<file path="src/rtl/rst_sequencer_pkg.sv">
// rtl/rst_sequencer_pkg.sv - sequencer state encoding and counter width helper
package rst_sequencer_pkg;

   typedef enum logic [2:0] {
      ST_RESET,
      ST_WAIT_LOCK,
      ST_HOLD,
      ST_RELEASE,
      ST_RUN
   } state_e;

   // Bits needed to hold 0..value-1, never fewer than one.
   function automatic int clog2_w(input int value);
      int w;
      w = 1;
      while ((1 << w) < value) w++;
      return w;
   endfunction

endpackage

</file>
<file path="src/rtl/rst_sequencer_sync_bit.sv">
// rtl/rst_sequencer_sync_bit.sv - STAGES-deep single-bit synchroniser with async active-low clear
module rst_sequencer_sync_bit #(
   parameter int STAGES = 2
) (
   input  logic clk,
   input  logic rst_n,
   input  logic d,
   output logic q
);

   logic [STAGES-1:0] chain_q;
   logic [STAGES-1:0] chain_d;

   always_comb begin
      chain_d = {chain_q[STAGES-2:0], d};
   end

   always_ff @(posedge clk or negedge rst_n) begin
      if (!rst_n) begin
         chain_q <= '0;
      end else begin
         chain_q <= chain_d;
      end
   end

   assign q = chain_q[STAGES-1];

endmodule

</file>
<file path="src/rtl/rst_sequencer.sv">
// rtl/rst_sequencer.sv - lock-qualified reset generator releasing NUM_OUT resets in staggered order
module rst_sequencer
   import rst_sequencer_pkg::*;
#(
   parameter int NUM_OUT        = 3,
   parameter int SYNC_STAGES    = 2,
   parameter int LOCK_FILTER    = 16,
   parameter int HOLD_CYCLES    = 8,
   parameter int STAGGER_CYCLES = 4,
   parameter int CNT_W          = 8
) (
   input  logic               clk,
   input  logic               rstn_in,
   input  logic               pll_locked,
   input  logic               bufpll_locked,
   input  logic               sw_rst_req,
   output logic [NUM_OUT-1:0] rst_out,
   output logic               rst_done,
   output logic [CNT_W-1:0]   lock_loss_cnt
);

   localparam int FILT_W    = clog2_w(LOCK_FILTER);
   localparam int HOLD_W    = clog2_w(HOLD_CYCLES);
   localparam int STAG_SPAN = (NUM_OUT - 1) * STAGGER_CYCLES;
   localparam int STAG_W    = clog2_w(STAG_SPAN);

   state_e              state_q, state_d;
   logic [FILT_W-1:0]   filt_q, filt_d;
   logic [HOLD_W-1:0]   hold_q, hold_d;
   logic [STAG_W-1:0]   stag_q, stag_d;
   logic [NUM_OUT-1:0]  rst_q, rst_d;
   logic                done_q, done_d;
   logic [CNT_W-1:0]    cnt_q, cnt_d;
   logic [31:0]         stag_next;
   logic                rstn_sync;
   logic                lock_raw;
   logic                lock_s;

   rst_sequencer_sync_bit #(.STAGES(SYNC_STAGES)) u_sync_rstn (
      .clk   (clk),
      .rst_n (rstn_in),
      .d     (1'b1),
      .q     (rstn_sync)
   );

   // Lock sampling starts only once out of RESET, so the filter sees the full synchroniser latency.
   assign lock_raw = pll_locked & bufpll_locked & (state_q != ST_RESET);

   rst_sequencer_sync_bit #(.STAGES(SYNC_STAGES)) u_sync_lock (
      .clk   (clk),
      .rst_n (rstn_in),
      .d     (lock_raw),
      .q     (lock_s)
   );

   always_comb begin
      state_d   = state_q;
      filt_d    = filt_q;
      hold_d    = hold_q;
      stag_d    = stag_q;
      rst_d     = rst_q;
      done_d    = done_q;
      cnt_d     = cnt_q;
      stag_next = 32'(stag_q) + 32'd1;

      case (state_q)
         ST_RESET: begin
            rst_d  = '1;
            done_d = 1'b0;
            if (rstn_sync) state_d = ST_WAIT_LOCK;
         end
         ST_WAIT_LOCK: begin
            rst_d  = '1;
            done_d = 1'b0;
            if (!lock_s) begin
               filt_d = '0;
            end else if (filt_q == FILT_W'(LOCK_FILTER - 1)) begin
               state_d = ST_HOLD;
               hold_d  = '0;
               filt_d  = '0;
            end else begin
               filt_d = filt_q + 1'b1;
            end
         end
         default: begin
            // HOLD, RELEASE and RUN: lock loss outranks a software request.
            if (!lock_s) begin
               state_d = ST_WAIT_LOCK;
               rst_d   = '1;
               done_d  = 1'b0;
               filt_d  = '0;
               if (cnt_q != '1) cnt_d = cnt_q + 1'b1;
            end else if (sw_rst_req) begin
               state_d = ST_HOLD;
               hold_d  = '0;
               rst_d   = '1;
               done_d  = 1'b0;
            end else if (state_q == ST_HOLD) begin
               if (hold_q == HOLD_W'(HOLD_CYCLES - 1)) begin
                  rst_d[0] = 1'b0;
                  stag_d   = '0;
                  if (NUM_OUT == 1) begin
                     state_d = ST_RUN;
                     done_d  = 1'b1;
                  end else begin
                     state_d = ST_RELEASE;
                  end
               end else begin
                  hold_d = hold_q + 1'b1;
               end
            end else if (state_q == ST_RELEASE) begin
               for (int k = 1; k < NUM_OUT; k++) begin
                  if (stag_next >= 32'(k * STAGGER_CYCLES)) rst_d[k] = 1'b0;
               end
               if (stag_next >= 32'(STAG_SPAN)) begin
                  state_d = ST_RUN;
                  done_d  = 1'b1;
               end else begin
                  stag_d = stag_q + 1'b1;
               end
            end
         end
      endcase
   end

   always_ff @(posedge clk or negedge rstn_in) begin
      if (!rstn_in) begin
         state_q <= ST_RESET;
         filt_q  <= '0;
         hold_q  <= '0;
         stag_q  <= '0;
         rst_q   <= '1;
         done_q  <= 1'b0;
         cnt_q   <= '0;
      end else begin
         state_q <= state_d;
         filt_q  <= filt_d;
         hold_q  <= hold_d;
         stag_q  <= stag_d;
         rst_q   <= rst_d;
         done_q  <= done_d;
         cnt_q   <= cnt_d;
      end
   end

   assign rst_out       = rst_q;
   assign rst_done      = done_q;
   assign lock_loss_cnt = cnt_q;

endmodule

</file>
<file path="config.mk">
export PLATFORM = sky130hd
export DESIGN_NAME = rst_sequencer
export DESIGN_NICKNAME = d
export VERILOG_FILES = /design/src/rtl/rst_sequencer_pkg.sv /design/src/rtl/rst_sequencer_sync_bit.sv /design/src/rtl/rst_sequencer.sv
export SDC_FILE = /design/constraint.sdc
export NUM_CORES = 1
export LEC_CHECK = 0
export ABC_AREA = 0
export CORE_MARGIN = 2
export CORE_UTILIZATION = 54
export DETAILED_ROUTE_END_ITERATION = 10
export HOLD_SLACK_MARGIN = 0.12
export PLACE_DENSITY = 0.88
export SLEW_MARGIN = 20
export SYNTH_ARGS = -nofsm -noshare
export SYNTH_HDL_FRONTEND = slang
export SYNTH_SLANG_ARGS = --single-unit
export TNS_END_PERCENT = 10
</file>
<file path="constraint.sdc">
create_clock -name clk -period 2.4 [get_ports clk]
set_input_delay 0.36 -clock clk [delete_from_list [all_inputs] [get_ports clk]]
set_output_delay 0.36 -clock clk [all_outputs]
set_load 0.02 [all_outputs]
</file>
# --- Yosys cells after proc, flatten, opt, wreduce, memory -nomap -nowiden ---
# Cells that the tools add are included.
totals:
  word_cells: 99
  ff_bits: 29
  output_inout_bits: 12
  in_bits: 5
classes:
  addsub: 5
  mux: 40
  n_bitwise: 6
  eq_ne: 22
  n_reduce_logical: 13
  order_cmp: 2
op_table:
  columns: ["op", "n"]
  rows:
  - ["$mux 3", 22]
  - ["$ne 4x4->1 const B", 6]
  - ["$ne 6x6->1 const B", 3]
  - ["$mux 4", 3]
  - ["$pmux 3 s2", 2]
  - ["$reduce_and 6->1", 2]
  - ["$mux 1", 10]
  - ["$reduce_and 3->1", 3]
  - ["$add 8x1->8 const B", 1]
  - ["$ne 8x8->1 const B", 1]
  - ["$pmux 4 s2", 1]
  - ["$add 3x1->3 const B", 2]
  - ["$eq 3x2->1 const B", 2]
  - ["$ne 2x1->1 const B", 3]
  - ["$ne 2x2->1 const B", 3]
  - ["$reduce_bool 3->1", 2]
  - ["$reduce_and 5->1", 1]
  - ["$add 3x1->4 const B", 1]
  - ["$add 4x1->4 const B", 1]
  - ["$eq 4x4->1 const B", 1]
  - ["$ge 4x3->1 const B", 1]
  - ["$ge 4x4->1 const B", 1]
  - ["$mux 2", 2]
  - ["$not 1->1", 4]
  - ["other kinds (8)", 10]

# --- Longest topological paths before layout ---
logic_depth:
  ltp_word: 8
  depth_mapped: 6
  depth_no_buf: 6

# --- By module ---
# From an unflattened synthesis, not the netlist that was laid out.
unflattened:
  cells_unflattened: 143
  hier_area_um2: 1488.9
modules_own_cells:
  columns: ["module", "area_per_inst_um2", "instances", "seq_area_each_um2", "cells_each"]
  rows:
  - ["rst_sequencer", 1388.8, 1, 629.4, 139]
  - ["rst_sequencer_sync_bit", 50.0, 2, 50.0, 2]

# --- Least setup slack after synthesis ---
# No wires, ideal clock.
synth_timing:
  path_type: "reg-to-reg"
  from: "register cnt_q[0], in the netlist lock_loss_cnt[0]"
  to: "register cnt_q[1], in the netlist lock_loss_cnt[1]"
  path_buffers: 0
  period_less_slack_ns: 1.800
  arrival_ns: 1.675
  required_time_ns: 2.275
  setup_time_ns: 0.125
  stages_incl_launch_ff: 5
  slack_ns: 0.600
  cell_sequence: "dfrtp_1 > ha_1 > and3_4 > a311oi_4 > mux2_2"
synth_via:
  elab_chain_len: 2
  word_cells_on_any_way: 3
  cone_classes: "add/sub (1); eq/ne (1); reduce/logical (1)"
synth_rtl:
  columns: ["element", "line_no", "rtl"]
  rows:
  - ["start, declared", "rst_sequencer.sv:33", "logic [CNT_W-1:0] cnt_q, cnt_d;"]
  - ["start signal, assigned", "rst_sequencer.sv:142", "cnt_q <= cnt_d;"]
  - ["parallel branches: the longest is 2 deep, another holds $add 8x1->8", null, null]
# Parallel ways; which one is timed is not known.
# A chain may end at the register's enable or synchronous reset.

# --- Worst setup path in the final report ---
layout_timing:
  from: "register hold_q[0]"
  to: "register hold_q[0]"
layout_via:
  elab_chain_len: 6
  word_cells_on_any_way: 9
  cone_classes: "add/sub (1); eq/ne (2); mux (5); reduce/logical (1)"
layout_rtl:
  columns: ["element", "line_no", "rtl"]
  rows:
  - ["start, declared", "rst_sequencer.sv:29", "logic [HOLD_W-1:0] hold_q, hold_d;"]
  - ["start signal, assigned", "rst_sequencer.sv:138", "hold_q <= hold_d;"]
  - ["$add 3x1->3", "rst_sequencer.sv:109", "hold_d = hold_q + 1'b1;"]
  - ["$mux 3", "rst_sequencer.sv:99", "if (hold_q == HOLD_W'(HOLD_CYCLES - 1)) begin"]
  - ["$mux 3", "rst_sequencer.sv:98", "end else if (state_q == ST_HOLD) begin"]
  - ["$mux 3", "rst_sequencer.sv:93", "end else if (sw_rst_req) begin"]
  - ["$mux 3", "rst_sequencer.sv:87", "if (!lock_s) begin"]
  - ["$pmux 3 s2", "rst_sequencer.sv:66", "case (state_q)"]
# Parallel ways exist; a longest one is shown, timed or not. The select of a mux whose other input is x is not followed.

==> results.cfg <==
[sta]
fmax_ghz = 0.520
min_period_ns = 1.92
tightest_slew_ns = 0.646
skew_ns = 0.00517
final-hold-violation-count = 0
setup_ws_ns = 0.478
fin_hold_ws_ns = 0.369
slew-limit-headroom_pct = 55.8
final.period_utilization_pct = 80.1
rsz0062_at_grt = false
tns_ns = 0
timing.final.max_slew_violations = 0
finalSetupViolCount = 0

[clocking]
post_cts_buffers = 0
numCtsBuffers = 5
htree_num_levels = 2
hold_buffers = 0
cts.sinks = 29
clk_path_buf_depth = 2
cts_tree = done
cts-root-buf = clkbuf_4
postCtsResizedCells = 0
clkTransAtPathRegs_ns = 0.10
clkLatencyLatePin_ns = 0.33

[power]
p_leak_nw = 0.802
p_comb_share_pct = 4.5
power.switching_mw = 0.219
finalPower_mw = 0.983
intPower_mw = 0.764
power_density_nw_per_um2 = 564
ir_drop_mv = 0.504
sw_frac_of_total_pct = 22.3
p_seq_share_pct = 52.0
p_clk_share_pct = 43.5

[floorplanning]
dieArea_um2 = 3170
core_um2 = 2520
rows = 18
io_pins = 17
initial_utilization_pct = 58.5
fp.dieW_um = 56.3
die_h_um = 56.3

[logic_synthesis]
synth_edf_count = 0
ys_seq_area_share_pct = 49.4
syn-instance-count = 140
yosysWarnings = 0
avgSynthCellArea_um2 = 10.5
syn_area_um2 = 1480
async_flop_share_pct = 100
synth_area_leaders = dfrtp_1, dfstp_2, ha_1, xnor2_1, o21ai_0
syn-num-nets = 151
synth_top_cell_area_share_pct = 44.1
synthFlopType = dfrtp_1
synth_top_cell_by_area = dfrtp_1
synth_seq_cells = 29
synth.distinct_cells = 40

[finish]
finalNetCount = 171
drive_gt1_share_pct = 13.0
fillers = 193
final_cells = 191
final_common_cell = dfrtp_1
layout_common_cells = dfrtp_1, clkdlybuf4s50_1, nand2_1
final_area_um2 = 1740
diodes = 0
post-route-util_pct = 69.1
area_growth_pct = 18.2

[min_path]
hp-start = u_sync_lock.chain_q[0]
hp-class = register to register
hold_end = u_sync_lock.chain_q[1]
holdPathStages = 0

[critical_path]
end_kind = register
critPathLaunchType = register
worst_r2r_path_depth = 6
worstSetupPathType = register to register
timing.rr.start = hold_q[0]
cp_max_fo = 3
timing.rr.end = hold_q[0]
worstPathArrival_ns = 2.15
reg2reg_slack_ns = 0.48
required_ns = 2.63

[drt]
vias = 1116
ant_nets = 0
drtIter0Drc = 27
drt_drc_violations_left = 0
vias_per_cell = 5.84
drt_wl_total_um = 2910
dr.pass1.iters = 4
post_drt_wl_per_cell_um = 15.2

[global_route]
antenna_found_initial = 0
grt_max_degree = 30
grt_use_total_pct = 20.8
overflow = 0
grt_pass1_wl_um = 5100
grt_pass1_vias = 1139

[placed_design]
dp.cells = 183
dp_hpwl_um = 2000
dp_worst_setup_slack_ns = 0.406
gp_congestion = 0.898
place_area_um2 = 1660
io_buffers = 16

[status]
status = completed

[job]
drv_cap = 0
-- routing by layer --
metal	vias to the layer above	share of wire, %	GRT usage (%)
li1	549	-	-
met1	531	45	25.1
met2	30	49	33.6
met3	6	4.8	7.60
met4	0	1.6	8.84
met5	-	0	0
-- cell type report --
| type | instances | area (um^2) | area share, % |
|---|---|---|---|
| inverters | 6 | 22.5 | 1.29 |
| clock buffers | 6 | 51.3 | 2.94 |
| repair buffers | 17 | 168 | 9.61 |
| multi-input cells | 101 | 698 | 40.0 |
| clock inverters | 2 | 37.5 | 2.15 |
| well taps | 30 | 37.5 | 2.15 |
| flip-flops and latches | 29 | 729 | 41.8 |
-- critical path, cell delays in order, from the launching register on --
cell	delay, ns
dfrtp_1	0.40
ha_1	0.22
ha_1	0.22
or3b_1	0.37
a21oi_2	0.14
o211ai_1	0.15
mux2_2	0.31
-- flip-flops by register name, summed over array words and instances, names as in the netlist --
name                 count
filt_q                   4
hold_q                   3
lock_loss_cnt            8
rst_done                 1
rst_out                  3
stag_q                   3
state_q                  3
u_sync_lock.chain_q      2
u_sync_rstn.chain_q      2
-- worst max-delay path by stage --
stage | from | end | cells after the start
after floorplan | lock_loss_cnt[0] | lock_loss_cnt[1] | 4
after global placement | sw_rst_req | state_q[0] | 4
after detailed placement | sw_rst_req | stag_q[0] | 5
after CTS | hold_q[0] | hold_q[0] | 6
after global routing | hold_q[0] | hold_q[0] | 6
final | hold_q[0] | hold_q[0] | 6
-- power by group through the flow --
stage               registers [mW]  logic (mW)  clock network, mW
detailed placement           0.520      0.0453                  0
global placement             0.520      0.0434                  0
CTS                          0.511      0.0456              0.430
finish                       0.511      0.0446              0.427
floorplan                    0.514      0.0271                  0
global route                 0.513      0.0504              0.455
-- cells in the mapped netlist, types with 2 or more instances --
master,n
mux2_2,2
o21ai_0,10
ha_1,6
or2_2,2
nand3_1,5
a32o_1,2
xnor2_1,6
nand2b_1,2
a21o_1,3
dfstp_2,3
a31oi_1,2
buf_4,2
or3b_1,2
nand3b_1,2
inv_1,6
buf_2,2
a22o_1,4
nand4_1,6
nor2_1,8
and3_1,3
xor2_1,2
a21oi_1,5
dfrtp_1,26
nand2_1,13
-- logic make-up (layout without fill, tap and decap cells) --
kind of cell	count (synthesis)	after routing	share of synthesized area, %
AO/OA/AOI/OAI	35	35	17.4
XOR/XNOR	8	8	4.75
AND/OR/NAND/NOR	49	49	18.3
multiplexers	2	2	1.53
other	1	1	0.254
flip-flops	29	29	49.4
adder cells (fa/ha/maj)	6	6	5.09
buffers and inverters	10	31	3.22
Note: power is estimated with default switching activity, not from simulation.
